==> src/rtl/ddr_tx_serializer_if.sv <==
// Word handshake into the DDR transmit serializer.
// DATA is sampled on a rising edge with VALID && READY.
interface ddr_tx_serializer_if #(
    parameter int WIDTH = 8
);
    logic [WIDTH-1:0] DATA;
    logic             VALID;
    logic             READY;

    modport master (
        output DATA,
        output VALID,
        input  READY
    );

    modport slave (
        input  DATA,
        input  VALID,
        output READY
    );
endinterface

==> src/rtl/ddr_tx_serializer.sv <==
// Parallel-to-pair serializer feeding an ODDR: one bit pair per clock on D1/D2.
// A one-word holding register lets back-to-back words leave with no gap.
module ddr_tx_serializer #(
    parameter int   WIDTH     = 8,
    parameter logic IDLE      = 1'b0,
    parameter bit   MSB_FIRST = 1'b1
) (
    input  logic                C,
    input  logic                R,
    ddr_tx_serializer_if.slave  bus,
    output logic                D1,
    output logic                D2,
    output logic                ACTIVE,
    output logic                BUSY
);

    localparam int BEATS = WIDTH / 2;
    localparam int CW    = (BEATS > 1) ? $clog2(BEATS) : 1;
    localparam logic [CW-1:0] LAST = CW'(BEATS - 1);

    generate
        if (WIDTH < 2 || (WIDTH % 2) != 0) begin : g_bad_width
            $error("ddr_tx_serializer: WIDTH must be even and >= 2");
        end
    endgenerate

    logic [WIDTH-1:0] hold, hold_n;
    logic             hold_full, hold_full_n;
    logic [WIDTH-1:0] sr, sr_n;
    logic             sr_active, sr_active_n;
    logic [CW-1:0]    cnt, cnt_n;
    logic             last;
    logic             load_now;
    logic             xfer;

    // SR always shifts toward its MSB; LSB-first words are reversed on load.
    function automatic logic [WIDTH-1:0] order(input logic [WIDTH-1:0] w);
        logic [WIDTH-1:0] r;
        for (int i = 0; i < WIDTH; i++) begin
            r[i] = MSB_FIRST ? w[i] : w[WIDTH-1-i];
        end
        return r;
    endfunction

    assign last      = (cnt == LAST);
    assign load_now  = hold_full && (!sr_active || last);
    assign bus.READY = !R && (!hold_full || load_now);
    assign xfer      = bus.VALID && bus.READY;
    assign BUSY      = hold_full || sr_active;

    always_comb begin
        hold_n      = hold;
        hold_full_n = hold_full;
        sr_n        = sr;
        sr_active_n = sr_active;
        cnt_n       = cnt;

        if (load_now) begin
            sr_n        = order(hold);
            sr_active_n = 1'b1;
            cnt_n       = '0;
            hold_full_n = 1'b0;
        end else if (sr_active) begin
            if (last) begin
                sr_active_n = 1'b0;
                cnt_n       = '0;
            end else begin
                cnt_n = cnt + CW'(1);
                sr_n  = sr << 2;
            end
        end

        if (xfer) begin
            hold_n      = bus.DATA;
            hold_full_n = 1'b1;
        end
    end

    // Output flops are loaded from next state so beat 0 appears at the load edge.
    always_ff @(posedge C or posedge R) begin
        if (R) begin
            hold      <= '0;
            hold_full <= 1'b0;
            sr        <= '0;
            sr_active <= 1'b0;
            cnt       <= '0;
            D1        <= IDLE;
            D2        <= IDLE;
            ACTIVE    <= 1'b0;
        end else begin
            hold      <= hold_n;
            hold_full <= hold_full_n;
            sr        <= sr_n;
            sr_active <= sr_active_n;
            cnt       <= cnt_n;
            D1        <= sr_active_n ? sr_n[WIDTH-1] : IDLE;
            D2        <= sr_active_n ? sr_n[WIDTH-2] : IDLE;
            ACTIVE    <= sr_active_n;
        end
    end

endmodule

==> src/flat_wrapper.sv <==
// flat-port wrapper written by rule: the top's interface ports become plain ports
module ddr_tx_serializer_flat 
#(
    parameter int   WIDTH     = 8,
    parameter logic IDLE      = 1'b0,
    parameter bit   MSB_FIRST = 1'b1
)
  (C, R, D1, D2, ACTIVE, BUSY, bus_DATA, bus_VALID, bus_READY);
  ddr_tx_serializer_if #(.WIDTH(WIDTH)) bus_i ();
  input  logic C;
  input  logic R;
  output logic D1;
  output logic D2;
  output logic ACTIVE;
  output logic BUSY;
  input wire logic [$bits(bus_i.DATA)-1:0] bus_DATA;
  input wire logic [$bits(bus_i.VALID)-1:0] bus_VALID;
  output wire logic [$bits(bus_i.READY)-1:0] bus_READY;
  assign bus_i.DATA = bus_DATA;
  assign bus_i.VALID = bus_VALID;
  assign bus_READY = bus_i.READY;
  ddr_tx_serializer #(.WIDTH(WIDTH), .IDLE(IDLE), .MSB_FIRST(MSB_FIRST)) u_core (.C(C), .R(R), .bus(bus_i), .D1(D1), .D2(D2), .ACTIVE(ACTIVE), .BUSY(BUSY));
endmodule
==> config.mk <==
export PLATFORM = sky130hd
export DESIGN_NAME = ddr_tx_serializer_flat
export DESIGN_NICKNAME = d
export VERILOG_FILES = /design/src/rtl/ddr_tx_serializer_if.sv /design/src/rtl/ddr_tx_serializer.sv /design/src/flat_wrapper.sv
export SDC_FILE = /design/constraint.sdc
export NUM_CORES = 1
export LEC_CHECK = 0
export CAP_MARGIN = 20
export CORE_MARGIN = 2
export CORE_UTILIZATION = 55
export CTS_BUF_LIST = sky130_fd_sc_hd__clkbuf_8
export CTS_CLUSTER_SIZE = 20
export DETAILED_ROUTE_END_ITERATION = 10
export HOLD_SLACK_MARGIN = 0.06
export PLACE_DENSITY = 0.92
export SYNTH_ARGS = -nofsm -noshare
export SYNTH_HDL_FRONTEND = slang
export SYNTH_SLANG_ARGS = --single-unit
==> constraint.sdc <==
create_clock -name C -period 3 [get_ports C]
set_clock_uncertainty 0.1 [all_clocks]
set_input_delay 0.75 -clock C [delete_from_list [all_inputs] [get_ports C]]
set_output_delay 0.75 -clock C [all_outputs]
set_load 0.005 [all_outputs]
==> flow_summary_export.csv, run 1 <==
group,metric,value,unit
detailed_routing,viasPerCell,5.29,
placed_design,dp_hpwl,921,um
global_routing,overflow,0,
min_path,hold_class,"flop to flop",
cts,cts_buffers,3,
critical_path,r2r_start,"u_core.hold_full$_DFFE_PP0P_",
detailed_routing,dr.pass1.iters,4,
sta,finalHoldViolations,0,
finish,area_delta_synth_final,25.6,%
finish,fill_cells,107,
critical_path,required,2.15,ns
min_path,worstHoldStart,"u_core.sr[5]$_DFFE_PP0P_",
critical_path,critPathArrivalTime,1.86,ns
critical_path,crit_type,"primary input to output port",
placed_design,io_buffers,15,
detailed_routing,wire_per_inst,12.5,um
critical_path,start_kind,"primary input",
cts,cts_setup_buffers,0,
logic_synthesis,ys_seq_area_share,57.6,%
sta,fin_setup_tns,0,ns
sta,tightestPinTransition,0.574,ns
cts,cts_tree,"built",
detailed_routing,drc_errors,0,
logic_synthesis,ys_ff_latch,20,
sta,period_share,90.4,%
critical_path,crit_start,"R",
logic_synthesis,synth_warnings,0,
sta,slew_violations,0,
floorplan,core,1490,sq um
logic_synthesis,synthCells,69,
cts,clkTransAtPathRegs,0.07,ns
floorplan,start_util,58.4,%
logic_synthesis,synth.avg_cell_area,12.6,sq um
floorplan,ios,16,
global_routing,grt_pass1_vias,542,
cts,root_buffer,"clkbuf_8",
power_and_ir_drop,power_density,1060,nW/um^2
logic_synthesis,syn_area,870,sq um
sta,fmax,369,MHz
global_routing,antenna_found_initial,0,
logic_synthesis,synthesis.nets,81,
global_routing,grtUsageTotal,16.2,%
finish,nets,99,
floorplan,die_area,1910,sq um
critical_path,crit_fanout,3,
global_routing,grt_start_max_net_pins,21,
detailed_routing,antenna_left,0,
floorplan,rows,14,
run,maxCapViolCount,0,
sta,timing.slew.headroom,61.8,%
status,status,"completed",
floorplan,die_w,43.8,um
cts,cts_sinks,20,
cts,hold_buffers,0,
detailed_routing,vias,540,
cts,clock_latency,0.26,ns
cts,htreeDepth,1,
placed_design,pre_cts_ws,0.296,ns
cts,cts_buffer_depth,2,
cts,cts_resized,0,
global_routing,grt_pass1_wl,2210,um
finish,drive_above_1_share,19.8,%
sta,min_period,2.71,ns
critical_path,end_kind,"output port",
detailed_routing,routed_wl,1270,um
sta,rsz0062_at_grt,"no",
sta,fin_ws,0.287,ns
power_and_ir_drop,ir_drop,0.599,mV
detailed_routing,drt_iter0_markers,4,
power_and_ir_drop,leakagePower,0.499,nW
finish,n_antenna_cell,0,
placed_design,gp_congestion,0.701,
logic_synthesis,yosysUniqueCellTypes,15,
floorplan,die_height,43.8,um
sta,setup_viol,0,
## power by group
| group | internal [mW] | switching [mW] | leakage (nW) | total, mW |
|---|---|---|---|---|
| combinational | 0.235 | 0.166 | 0.218 | 0.401 |
| clock | 0.178 | 0.0851 | 0.0357 | 0.263 |
| sequential | 0.395 | 0.0994 | 0.245 | 0.495 |
| total | 0.808 | 0.351 | 0.499 | 1.16 |
## cell families after synthesis
kind of cell	count (synthesis)	synth area share, %
DFF	20	57.6
muxes	16	19.7
and+or+nand+nor	16	10.9
AOI/OAI and AO/OA	9	5.18
buffers and inverters	7	5.18
adders and majority gates	1	1.44
## layout by cell type, fill, tap and decap left out
master / instances
or2_1: 1
nor2_1: 3
buf_4: 2
mux2_2: 9
nand3_4: 1
clkdlybuf4s50_1: 15
inv_1: 3
ha_1: 1
nor2b_1: 1
nand2_1: 9
dfrtp_1: 20
bufinv_16: 1
clkbuf_8: 3
o21ai_0: 8
nand3b_4: 1
a21oi_1: 1
mux2i_1: 7
## final timing paths
path | endpoint | slack (ns) | cells past startpoint
worst max-delay path | bus_READY | 0.29 | 3
worst min-delay path | u_core.D1$_DFF_PP0_ | 0.38 | 2
worst max register to register | u_core.hold[3]$_DFFE_PP0P_ | 1.42 | 3
worst min register to register | u_core.D1$_DFF_PP0_ | 0.38 | 2
max in group asynchronous | u_core.D2$_DFF_PP0_ | 1.74 | 3
min in group asynchronous | u_core.hold[4]$_DFFE_PP0P_ | 0.86 | 3
## final cells by class
class	count	area (sq um)	share of cell area (%)
sequential	20	500	45.8
multi-input combinational	42	324	29.7
timing repair buffer	17	165	15.1
clock buffer	3	41.3	3.78
clock inverter	1	30.0	2.75
tap	16	20.0	1.83
inverter	3	11.3	1.03
## routing by layer
metal,GRT usage [%],up-vias,routed length [um]
met2,26.5,16,629
met1,19.2,260,556
li1,-,262,-
met5,0,-,0
met3,4.17,2,71
met4,9.09,0,14
## cell usage after synthesis (all sizes together)
cell | n | area, sq um
nand3 | 1 | 17.5
buf | 4 | 33.8
mux2i | 7 | 70.1
o21ai | 8 | 40.0
ha | 1 | 12.5
dfrtp | 20 | 500
inv | 3 | 11.3
nand2 | 9 | 33.8
nand3b | 1 | 20.0
or2 | 1 | 6.26
nor2b | 1 | 6.26
a21oi | 1 | 5.00
mux2 | 9 | 101
nor2 | 3 | 11.3
## worst max-delay path: stages
cell             delay (ns)
clkdlybuf4s50_1        0.44
a21oi_1                0.15
clkdlybuf4s50_1        0.52
## registers in the layout (all words and copies together) (netlist names)
name              count
u_core.sr             6
u_core.D1             1
u_core.D2             1
u_core.hold           8
u_core.cnt            2
u_core.ACTIVE         1
u_core.hold_full      1
## stage by stage
stage | total power, mW | std cells | util (%) | area [sq um] | hold slack [ns]
floorplan | 0.809 | 69 | - | 870 | 0.348
global placement | 0.881 | 98 | 68.6 | 1020 | 0.354
detailed placement | 0.908 | 98 | 68.6 | 1020 | 0.371
CTS | 1.18 | 102 | 73.4 | 1090 | 0.385
global route | 1.24 | 102 | 73.4 | 1090 | 0.407
finish | 1.16 | 102 | 73.4 | 1090 | 0.384
Power figures use the tool's default switching activity.
==> inputs of run 2 (changes only) <==
GPL_TIMING_DRIVEN = 0   (was not set)
==> flow_summary_export.csv, run 2 (synthesis results as in run 1) <==
group,metric,value,unit
min_path,hold-path-endpoint,"u_core.D1$_DFF_PP0_",
sta,min_period,2.70,ns
finish,reg_top3,"u_core.hold (8), u_core.sr (6), u_core.cnt (2)",
detailed_routing,dr.pass1.iters,2,
power_and_ir_drop,p_sw_share,32.4,%
cts,cts_buffers,3,
power_and_ir_drop,ir_drop,0.503,mV
detailed_routing,vias,556,
floorplan,ios,16,
floorplan,die_w,43.8,um
critical_path,worst-r2r-cell-count,4,
floorplan,die_area,1910,sq um
cts,clock_latency,0.25,ns
cts,cts_buffer_depth,2,
placed_design,gp_congestion,0.703,
sta,fin_setup_tns,0,ns
critical_path,critPathArrivalTime,1.85,ns
critical_path,required,2.15,ns
finish,final_cell_mix,"20 x dfrtp_1, 15 x clkdlybuf4s50_1, 9 x nand2_1, 9 x mux2_2, 8 x o21ai_0",
global_routing,grt_pass1_vias,586,
cts,cts_sinks,20,
floorplan,die_height,43.8,um
global_routing,antenna_found_initial,0,
global_routing,grtUsageTotal,19.0,%
sta,slew_violations,0,
critical_path,end_kind,"output port",
global_routing,overflow,0,
detailed_routing,viasPerCell,5.40,
cts,clkTransAtPathRegs,0.07,ns
sta,rsz0062_at_grt,"no",
detailed_routing,antenna_left,0,
finish,n_antenna_cell,0,
critical_path,crit_fanout,3,
finish,nets,101,
cts,hold_buffers,0,
floorplan,start_util,58.4,%
finish,multiInputGateArea,324,sq um
cts,root_buffer,"clkbuf_8",
power_and_ir_drop,clockPowerShare,15.2,%
finish,seq_area,500,sq um
finish,drive_above_1_share,20.7,%
power_and_ir_drop,intPower,0.753,mW
power_and_ir_drop,leakagePower,0.496,nW
power_and_ir_drop,combPwrFrac,43.0,%
finish,mostFrequentLayoutCell,"dfrtp_1",
detailed_routing,routed_wl,1400,um
floorplan,rows,14,
placed_design,dp_hpwl,1030,um
floorplan,core,1490,sq um
run,maxCapViolCount,0,
critical_path,r2r_end,"u_core.hold[5]$_DFFE_PP0P_",
finish,fin_area,1080,sq um
placed_design,place_area,1040,sq um
detailed_routing,drc_errors,0,
cts,cts_resized,0,
critical_path,crit_type,"primary input to output port",
sta,tightestPinTransition,0.818,ns
finish,largest_reg_flops,8,
critical_path,start_kind,"primary input",
min_path,hold_class,"flop to flop",
critical_path,r2r_start,"u_core.cnt[0]$_DFFE_PP0P_",
global_routing,grt_start_max_net_pins,22,
min_path,hold_path_depth,2,
sta,setup_viol,0,
sta,period_share,89.9,%
finish,fill_cells,103,
global_routing,grt_pass1_wl,2560,um
power_and_ir_drop,switching_power,0.361,mW
min_path,worstHoldStart,"u_core.sr[5]$_DFFE_PP0P_",
cts,htreeDepth,1,
cts,cts_tree,"built",
detailed_routing,wire_per_inst,13.6,um
sta,timing.slew.headroom,45.4,%
power_and_ir_drop,power_density,1030,nW/um^2
critical_path,rrSetupSlack,1.49,ns
status,status,"completed",
detailed_routing,drt_iter0_markers,6,
placed_design,io_buffers,15,
finish,area_delta_synth_final,24.3,%
cts,cts_setup_buffers,0,
sta,finalHoldViolations,0,
power_and_ir_drop,power.share.sequential,41.8,%
sta,fmax,371,MHz
finish,regMostFlops,"u_core.hold",
run 2: worst max-delay path: stages:
cell and delay, ns:
clkdlybuf4s50_1 0.45, a21oi_1 0.14, clkdlybuf4s50_1 0.51
run 2: per-stage QoR:
stage	power [mW]	hold slack (ns)	std cells	utilization, %	setup WS [ns]
global route	1.20	0.414	103	72.6	0.229
finish	1.11	0.387	103	72.6	0.303
detailed placement	0.959	0.373	100	69.8	0.294
global placement	0.924	0.353	100	69.8	0.326
floorplan	0.809	0.348	69	-	1.02
CTS	1.13	0.389	103	72.6	0.305
run 2: layout make-up:
class / count / share of cell area (%)
flip-flops and latches: 20 / 46.3
multi-input cells: 42 / 30.0
repair buffers: 15 / 13.9
clock buffers: 3 / 3.82
plain buffers: 4 / 3.12
well taps: 16 / 1.85
inverters: 3 / 1.04
run 2: layer usage:
layer | vias to the layer above | share of wire (%) | global-route usage, %
li1 | 270 | - | -
met5 | - | 0 | 0
met1 | 266 | 44 | 23.3
met2 | 15 | 49 | 30.3
met4 | 0 | 2.7 | 12.7
met3 | 5 | 4.2 | 3.75
run 2: power by group through the flow:
| stage | Sequential (mW) | Clock [mW] | Combinational [mW] |
|---|---|---|---|
| floorplan | 0.454 | 0 | 0.355 |
| global placement | 0.463 | 0 | 0.461 |
| detailed placement | 0.471 | 0 | 0.488 |
| CTS | 0.466 | 0.174 | 0.488 |
| global route | 0.484 | 0.182 | 0.536 |
| finish | 0.466 | 0.169 | 0.479 |
run 2: worst max-delay path by stage:
stage / startpoint / end / cells after the start
final: R / bus_READY / 3
after CTS: R / bus_READY / 3
after global routing: R / bus_READY / 3
after floorplan: R / u_core.hold[0]$_DFFE_PP0P_ / 3
after detailed placement: R / u_core.hold[5]$_DFFE_PP0P_ / 4
after global placement: R / u_core.hold[1]$_DFFE_PP0P_ / 4
